===== config.mk =====
export PLATFORM = sky130hd
export DESIGN_NAME = store_buffer
export DESIGN_NICKNAME = d
export VERILOG_FILES = /design/src/rtl/store_buffer.sv
export SDC_FILE = /design/constraint.sdc
export NUM_CORES = 1
export LEC_CHECK = 0
export ABC_AREA = 0
export CELL_PAD_IN_SITES_DETAIL_PLACEMENT = 1
export CELL_PAD_IN_SITES_GLOBAL_PLACEMENT = 1
export CORE_MARGIN = 2
export CORE_UTILIZATION = 46
export DETAILED_ROUTE_END_ITERATION = 6
export MAX_ROUTING_LAYER = met4
export PLACE_DENSITY = 0.95
export SETUP_SLACK_MARGIN = 0.2
export SLEW_MARGIN = 40
export SYNTH_ARGS = -nofsm -noshare
export SYNTH_HDL_FRONTEND = slang
export SYNTH_SLANG_ARGS = --single-unit

===== constraint.sdc =====
create_clock -name Clk -period 5.7 [get_ports Clk]
set_input_delay 1.71 -clock Clk [delete_from_list [all_inputs] [get_ports Clk]]
set_output_delay 1.71 -clock Clk [all_outputs]
set_load 0.1 [all_outputs]

===== src/rtl/store_buffer.sv =====
// ---------------------------------------------------------------------------
// store_buffer
//
// Purpose: sits between the memory-stage pipeline register and the data
// memory. Stores are queued in a small circular FIFO and written to memory
// one per cycle whenever the memory port is not needed by a load. Loads are
// answered either from the youngest matching queued store (forwarding) or by
// a direct combinational memory read.
//
// Configuration macro: STORE_FWD_EN
//   defined   - loads that match a queued store are forwarded from the FIFO.
//   undefined - no address comparators; a load stalls while any store is
//               queued and is read from memory once the FIFO has drained.
//
// Ports:
//   Clk, Rst             rising-edge clock, synchronous active-high reset
//   StoreValid/Addr/Data store request from the pipeline
//   StoreReady           store is accepted at the next edge if StoreValid
//   LoadValid/LoadAddr   load request from the pipeline
//   LoadData, LoadStall  combinational load result / hold request
//   MemWrite, MemRead    data memory strobes
//   MemAddr, MemWriteData, MemDataRead  data memory address/data
//   Full, Empty, Count   FIFO occupancy
// ---------------------------------------------------------------------------
module store_buffer #(
  parameter int DATA_WIDTH = 32,
  parameter int ADDR_WIDTH = 32,
  parameter int DEPTH      = 4
) (
  input  logic                    Clk,
  input  logic                    Rst,
  input  logic                    StoreValid,
  input  logic [ADDR_WIDTH-1:0]   StoreAddr,
  input  logic [DATA_WIDTH-1:0]   StoreData,
  output logic                    StoreReady,
  input  logic                    LoadValid,
  input  logic [ADDR_WIDTH-1:0]   LoadAddr,
  output logic [DATA_WIDTH-1:0]   LoadData,
  output logic                    LoadStall,
  output logic                    MemWrite,
  output logic                    MemRead,
  output logic [ADDR_WIDTH-1:0]   MemAddr,
  output logic [DATA_WIDTH-1:0]   MemWriteData,
  input  logic [DATA_WIDTH-1:0]   MemDataRead,
  output logic                    Full,
  output logic                    Empty,
  output logic [$clog2(DEPTH):0]  Count
);

  localparam int PTR_W = $clog2(DEPTH);
  localparam int CNT_W = PTR_W + 1;

  logic [PTR_W-1:0]      head_q, head_d;
  logic [PTR_W-1:0]      tail_q, tail_d;
  logic [CNT_W-1:0]      count_q, count_d;
  logic [ADDR_WIDTH-1:0] entry_addr_q [DEPTH];
  logic [ADDR_WIDTH-1:0] entry_addr_d [DEPTH];
  logic [DATA_WIDTH-1:0] entry_data_q [DEPTH];
  logic [DATA_WIDTH-1:0] entry_data_d [DEPTH];

  logic                  empty;
  logic                  full;
  logic                  store_ready;
  logic                  enq;
  logic                  mem_read;
  logic                  mem_write;
  logic                  load_stall;
  logic [DATA_WIDTH-1:0] load_data;

  assign empty       = (count_q == '0);
  assign full        = (count_q == CNT_W'(DEPTH));
  // A load always wins over a simultaneous store.
  assign store_ready = !full && !LoadValid;
  assign enq         = StoreValid && store_ready;

`ifdef STORE_FWD_EN
  logic                  load_hit;
  logic [DATA_WIDTH-1:0] fwd_data;
  logic [PTR_W-1:0]      age_idx;

  // Walk the occupied entries from oldest to youngest so that the last match
  // seen is the youngest store to that address.
  always_comb begin
    load_hit = 1'b0;
    fwd_data = '0;
    age_idx  = '0;
    for (int i = 0; i < DEPTH; i++) begin
      age_idx = head_q + PTR_W'(i);
      if (LoadValid && (CNT_W'(i) < count_q) &&
          (entry_addr_q[age_idx] == LoadAddr)) begin
        load_hit = 1'b1;
        fwd_data = entry_data_q[age_idx];
      end
    end
  end

  always_comb begin
    load_stall = 1'b0;
    mem_read   = LoadValid && !load_hit;
    load_data  = '0;
    if (load_hit) begin
      load_data = fwd_data;
    end else if (mem_read) begin
      load_data = MemDataRead;
    end
  end
`else
  // Without forwarding a load must wait until every older store has reached
  // memory; the drain keeps running while the load is held.
  always_comb begin
    load_stall = LoadValid && !empty;
    mem_read   = LoadValid && empty;
    load_data  = '0;
    if (mem_read) begin
      load_data = MemDataRead;
    end
  end
`endif

  // Drain the oldest entry whenever the memory port is free. Reset blocks the
  // drain so that stores pending when reset arrives never reach memory.
  assign mem_write = !Rst && !empty && !mem_read;

  // Memory bus mux: load read first, then drain, otherwise an idle zero bus.
  always_comb begin
    MemAddr      = '0;
    MemWriteData = '0;
    if (mem_read) begin
      MemAddr = LoadAddr;
    end else if (mem_write) begin
      MemAddr      = entry_addr_q[head_q];
      MemWriteData = entry_data_q[head_q];
    end
  end

  // FIFO next state: enqueue at tail, dequeue at head, count tracks the net.
  always_comb begin
    head_d       = head_q;
    tail_d       = tail_q;
    count_d      = count_q;
    entry_addr_d = entry_addr_q;
    entry_data_d = entry_data_q;
    if (enq) begin
      entry_addr_d[tail_q] = StoreAddr;
      entry_data_d[tail_q] = StoreData;
      tail_d               = tail_q + PTR_W'(1);
    end
    if (mem_write) begin
      head_d = head_q + PTR_W'(1);
    end
    case ({enq, mem_write})
      2'b10:   count_d = count_q + CNT_W'(1);
      2'b01:   count_d = count_q - CNT_W'(1);
      default: count_d = count_q;
    endcase
  end

  always_ff @(posedge Clk) begin
    if (Rst) begin
      head_q  <= '0;
      tail_q  <= '0;
      count_q <= '0;
    end else begin
      head_q  <= head_d;
      tail_q  <= tail_d;
      count_q <= count_d;
    end
  end

  // Entry storage needs no reset: validity comes from head and count alone.
  always_ff @(posedge Clk) begin
    entry_addr_q <= entry_addr_d;
    entry_data_q <= entry_data_d;
  end

  assign StoreReady = store_ready;
  assign LoadData   = load_data;
  assign LoadStall  = load_stall;
  assign MemWrite   = mem_write;
  assign MemRead    = mem_read;
  assign Full       = full;
  assign Empty      = empty;
  assign Count      = count_q;

endmodule


==> impl_metrics.yaml, run 1 <==
floorplanning:
  io_pins: 237
  die_y_um: 155
  core_area_sq_mm: 0.0225
  fp.dieArea_sq_mm: 0.0239
  initial_core_util: 0.465
  num_rows: 55
  die_w_um: 155
layout:
  area_delta_synth_final_pct: 44.8
  nNetsFinal: 881
  fin_cells: 1048
  drive_gt1_frac: 0.307
  fin_util: 0.673
yosys:
  synth_seq_area_share: 0.749
  synth_most_common_cell: "edfxtp_1"
  synth.top_cell.area_share: 0.735
  synth_edf_count: 256
  synth_top_cell_by_area: "edfxtp_1"
  yosys_warnings: 0
  syn_area_sq_mm: 0.0105
  synth_flop_cell: "edfxtp_1"
  synth_seq_cells: 263
  synth.distinct_cells: 26
  syn_area_per_cell_sq_um: 21.0
  synth_nets: 636
  syn-instance-count: 498
  async_flop_share: 0
  synth_common_cells: "edfxtp_1 (256), mux4_2 (64), and2_1 (37)"
  synth_area_leaders: "edfxtp_1 (74%), mux4_2 (14%), a22o_1 (2.7%)"
pwr:
  p_per_area_mw_per_mm2: 551
  clkPwrFrac: 0.231
  p_int_mw: 4.88
  pwr-share-comb: 0.494
  ir_drop_uv: 354
  seqPwrFrac: 0.275
  leakagePower_nw: 5.19
  power.total_mw: 8.34
  p_sw_frac: 0.414
  switchingPower_mw: 3.45
critical_path:
  crit_slowest_cell: "clkdlybuf4s50_1"
  cp-start-kind: "primary input"
  cp.required_ps: 3990
  arrival_ps: 3400
  slowest_delay_ps: 630
  crit_path_cell_trace: "clkdlybuf4s50_1 -> nor2_4 -> buf_4 -> and2_1 -> buf_12"
  worstPathMaxFanout: 37
  path_class: "primary input to primary output"
  cp-end-kind: "primary output"
  cp.buffers_inverters: 3
  cp_top_family: "buffers and inverters"
cts:
  clock_path_buffers: 3
  htreeDepth: 1
  root_buffer: "clkbuf_16"
  cts_buffers: 27
  clk_latency_ps: 520
  clk_pin_slew_worst_paths_ps: 60
  hold_buffers: 0
  cts_setup_buffers: 0
  ctsResizeCount: 0
  cts_tree: "done"
  cts_sinks: 263
global_routing:
  grt_util_met1: 0.269
  grt_most_used_layer: "met2"
  met3_usage: 0.0347
  grt_usage: 0.227
  grt_pass1_vias: 6447
  overflow: 0
  grt_max_degree: 38
  grt_first_pass_wirelength_mm: 39.7
  use_met2: 0.411
  antenna_found_initial: 1
place:
  port_buffers: 236
  dp.cells: 999
  gp_congestion: 0.714
  dp_hpwl_mm: 18.1
sta:
  finalCritPeriodShare: 0.897
  finalHoldViolCount: 0
  min_period_ps: 5110
  fin_worst_skew_ps: 17.6
  slew_violations: 0
  setup_viol: 0
  hold_slack_ps: 582
  max_slew_margin: 0.596
  tightestPinTransition_ps: 604
  fin_setup_tns_ps: 0
  rsz0062_at_grt: "no"
  max_freq_mhz: 196
detailed_routing:
  drt-initial-drc-count: 334
  drt-pass1-iter-count: 4
  drc: 0
  wire_per_inst_um: 25.3
  drt_wl_total_mm: 26.5
  ant_nets: 0
  via_count: 5778
  viasPerCell: 5.51
hold_path:
  hp-class: "register to register"
status:
  outcome: "finished, final reports clean"
job:
  cap_violations: 0
==> kinds of logic after synthesis <==
group,share of synthesized area
AND/OR/NAND/NOR,0.0509
XOR/XNOR,0.00335
adder cells (fa/ha/maj),0.00790
AO/OA/AOI/OAI,0.0290
buffers and inverters,0.0202
flip-flops,0.749
multiplexers,0.140
==> power by group through the flow <==
| stage | clock network (mW) | logic (mW) | registers (mW) |
|---|---|---|---|
| detailed placement | 0 | 4.13 | 2.34 |
| global placement | 0 | 3.97 | 2.38 |
| global route | 2.02 | 4.23 | 2.31 |
| CTS | 1.96 | 4.15 | 2.30 |
| floorplan | 0 | 2.65 | 2.33 |
| finish | 1.93 | 4.12 | 2.30 |
==> metrics by stage <==
| stage | cell area (sq um) | setup WS (ps) |
|---|---|---|
| CTS | 15100 | 574 |
| floorplan | 10500 | 598 |
| finish | 15100 | 588 |
| global placement | 14100 | 761 |
| global route | 15100 | 468 |
| detailed placement | 14100 | 601 |
==> registers in the layout, summed over array words and instances (netlist names) <==
signal	count
entry_data_q	128
tail_q	2
Count	3
entry_addr_q	128
head_q	2
==> placed cells by master, fill, tap and decap left out, types with 5 or more instances in the layout <==
cell type	synthesis	layout
edfxtp_1	256	256
clkdlybuf4s50_1	0	131
buf_12	0	106
mux4_2	64	64
and2_1	37	33
and3_1	32	32
a22o_1	32	32
clkbuf_16	0	27
nor2_1	9	8
bufinv_16	0	8
inv_1	6	6
buf_4	1	6
dfxtp_1	7	5
ha_1	5	5
buf_2	10	5
==> path summary, 6_finish.rpt <==
path / startpoint / slack (ps) / depth (start not counted) / endpoint
hold / removal: tail_q[1] / 580 / 2 / tail_q[1]
setup reg to reg: Count[0] / 2940 / 10 / Count[2]
hold reg to reg: tail_q[1] / 580 / 2 / tail_q[1]
setup / recovery: Rst / 590 / 5 / MemWriteData[9]
==> worst min-delay path, stage by stage, from the launching register on <==
cell      delay [ps]
dfxtp_1          360
nand2b_1         100
mux2i_1           80
==> cell type report <==
type / count / area (sq um)
fill: 1780 / 7360
inverter: 6 / 22.5
multi-input combinational: 197 / 2430
antenna: 1 / 2.50
sequential: 263 / 7840
clock inverter: 19 / 303
timing repair buffer: 248 / 3500
clock buffer: 29 / 683
tap: 285 / 357
==> routing by layer <==
layer / vias to the layer above / wire length [um]
met4: 0 / 585
li1: 2549 / -
met3: 51 / 1160
met1: 2991 / 10100
met5: - / 0
met2: 187 / 14700
Note: power is estimated with default switching activity, not from simulation.
==> run 2: changes to the inputs <==
- GPL_ROUTABILITY_DRIVEN: not set -> 1
- HOLD_SLACK_MARGIN: not set -> 0.02
- TNS_END_PERCENT: not set -> 1
==> results of run 2 <==
Final layout, timing and power as in run 1 (identical DEF).
==> run 3: changes to the inputs <==
- CORE_MARGIN: 2 -> not set
- GPL_TIMING_DRIVEN: not set -> 0
==> run 3 against run 2 <==
The flow now finishes with violations (DRC). First-iteration DRC count down 4.8%. Flip-flop and latch count unchanged. Utilization down 4.9 points. Clock-buffer cell count unchanged. Global-route usage up 0.45 points. Worst hold slack worse by 44 ps. Sequential share of layout area up 5.3 points. Power down 11%. Critical endpoint is now MemAddr[6]. Largest power group unchanged.
==> impl_metrics.yaml, run 3 (same netlist as run 1, synthesis figures left out) <==
sta:
  finalHoldViolCount: 0
  min_period_ps: 5350
  slew_violations: 0
  tightestPinTransition_ps: 699
  setup_viol: 0
  setup_ws_ps: 347
  max_slew_margin: 0.534
  max_freq_mhz: 187
  fin_worst_skew_ps: 11.3
  rsz0062_at_grt: "no"
  finalCritPeriodShare: 0.939
cts:
  clk_pin_slew_worst_paths_ps: 60
  htreeDepth: 1
  clock_path_buffers: 3
  root_buffer: "clkbuf_16"
  cts_sinks: 263
  hold_buffers: 0
  clk_latency_ps: 520
  cts_setup_buffers: 0
  cts_buffers: 27
  ctsResizeCount: 0
  cts_tree: "done"
detailed_routing:
  drt-pass1-iter-count: 7
  viasPerCell: 5.53
  drc: 13
  wire_per_inst_um: 24.0
  ant_nets: 0
  via_count: 5922
  drt-initial-drc-count: 318
  drt_wl_total_mm: 25.7
global_routing:
  grt_first_pass_wirelength_mm: 39.5
  grt_usage: 0.232
  grt_max_degree: 37
  antenna_found_initial: 0
  grt_pass1_vias: 6705
  overflow: 0
floorplanning:
  die_y_um: 153
  num_rows: 54
  core_area_sq_mm: 0.0220
  die_w_um: 153
  io_pins: 237
  fp.dieArea_sq_mm: 0.0233
  initial_core_util: 0.475
layout:
  drive_gt1_frac: 0.311
  antennaDiodeCount: 0
  layout_commonest_cell: "edfxtp_1"
  final_cell_mix: "edfxtp_1 (256), clkdlybuf4s50_1 (130), buf_2 (115)"
  nNetsFinal: 907
  fin_util: 0.623
  fin_cells: 1070
  area_delta_synth_final_pct: 31.3
pwr:
  clkPwrFrac: 0.249
  p_per_area_mw_per_mm2: 540
  leakagePower_nw: 4.91
  p_sw_frac: 0.450
  switchingPower_mw: 3.33
  p_int_mw: 4.08
  ir_drop_uv: 395
  seqPwrFrac: 0.303
  power.total_mw: 7.42
  pwr-share-comb: 0.448
critical_path:
  crit_path_cell_trace: "clkdlybuf4s50_1 -> and2_1 -> buf_2 -> buf_6 -> a22o_1 -> buf_2"
  arrival_ps: 3640
  cp_top_family: "buffers and inverters"
  cp.required_ps: 3990
  cp-end-kind: "primary output"
  cp_common_cell: "buf_2"
  crit_slowest_cell: "clkdlybuf4s50_1"
  slowest_delay_ps: 690
  cp.buffers_inverters: 4
  cp-start-kind: "primary input"
  path_class: "primary input to primary output"
  worstPathMaxFanout: 10
place:
  port_buffers: 235
  gp_congestion: 0.845
  pre_cts_ws_ps: 325
  dp_hpwl_mm: 17.7
  dp.cells: 1020
status:
  violations: "DRC"
  outcome: "finished with violations"
hold_path:
  hp-class: "register to register"
job:
  cap_violations: 0
## run 3: changes by cell type in the layout (fill, tap and decap cells not counted), sizes merged
cell,before,now
buf,117,132
bufinv,8,6
clkbuf,29,41
clkdlybuf4s50,131,130
clkinv,9,12
diode,1,0
inv,6,7
## run 3: layer usage
layer  track usage  routed length, um
met4        0.0582                620
met3        0.0353               1200
met1         0.272               9860
met2         0.418              14000
met5             -                  0
## run 3: layout make-up
type                       instances  area (sq um)
fill                            1904          8300
multi-input combinational        197          2420
clock buffer                      29           683
clock inverter                    21           265
inverter                           6          22.5
sequential                       263          7830
buffer                            32           190
timing repair buffer             242          1970
tap                              280           350
## run 3: path summary, 6_finish.rpt
| check | start | end | slack, ps | cells past startpoint |
|---|---|---|---|---|
| worst min register to register | tail_q[1] | tail_q[1] | 540 | 2 |
| worst max-delay path | LoadValid | MemAddr[6] | 350 | 6 |
| worst max register to register | Count[0] | Count[2] | 3220 | 9 |
| worst min-delay path | tail_q[1] | tail_q[1] | 540 | 2 |
## run 3: power by group through the flow
stage          clock network (mW)  registers, mW  logic [mW]
6_report                     1.85           2.24        3.33
5_1_grt                      1.95           2.25        3.44
3_5_place_dp                    0           2.29        3.34
4_1_cts                      1.88           2.24        3.35
2_1_floorplan                   0           2.33        2.65
3_3_place_gp                    0           2.28        3.50
## run 3: worst reg2reg max path: stages, from the launching register on
cell	delay, ps
dfxtp_1	520
nor3_4	160
nor2_1	140
clkbuf_2	250
ha_1	240
inv_1	70
fa_1	390
xor2_1	170
or3_1	320
a21oi_1	150
## run 3: stage by stage
step | setup TNS, ps | area, sq um | hold slack (ps)
6_report | 0 | 13700 | 538
5_1_grt | 0 | 13700 | 578
4_1_cts | 0 | 13700 | 540
3_5_place_dp | 0 | 12800 | 532
3_3_place_gp | -40130 | 13200 | 491
2_1_floorplan | 0 | 10500 | 482
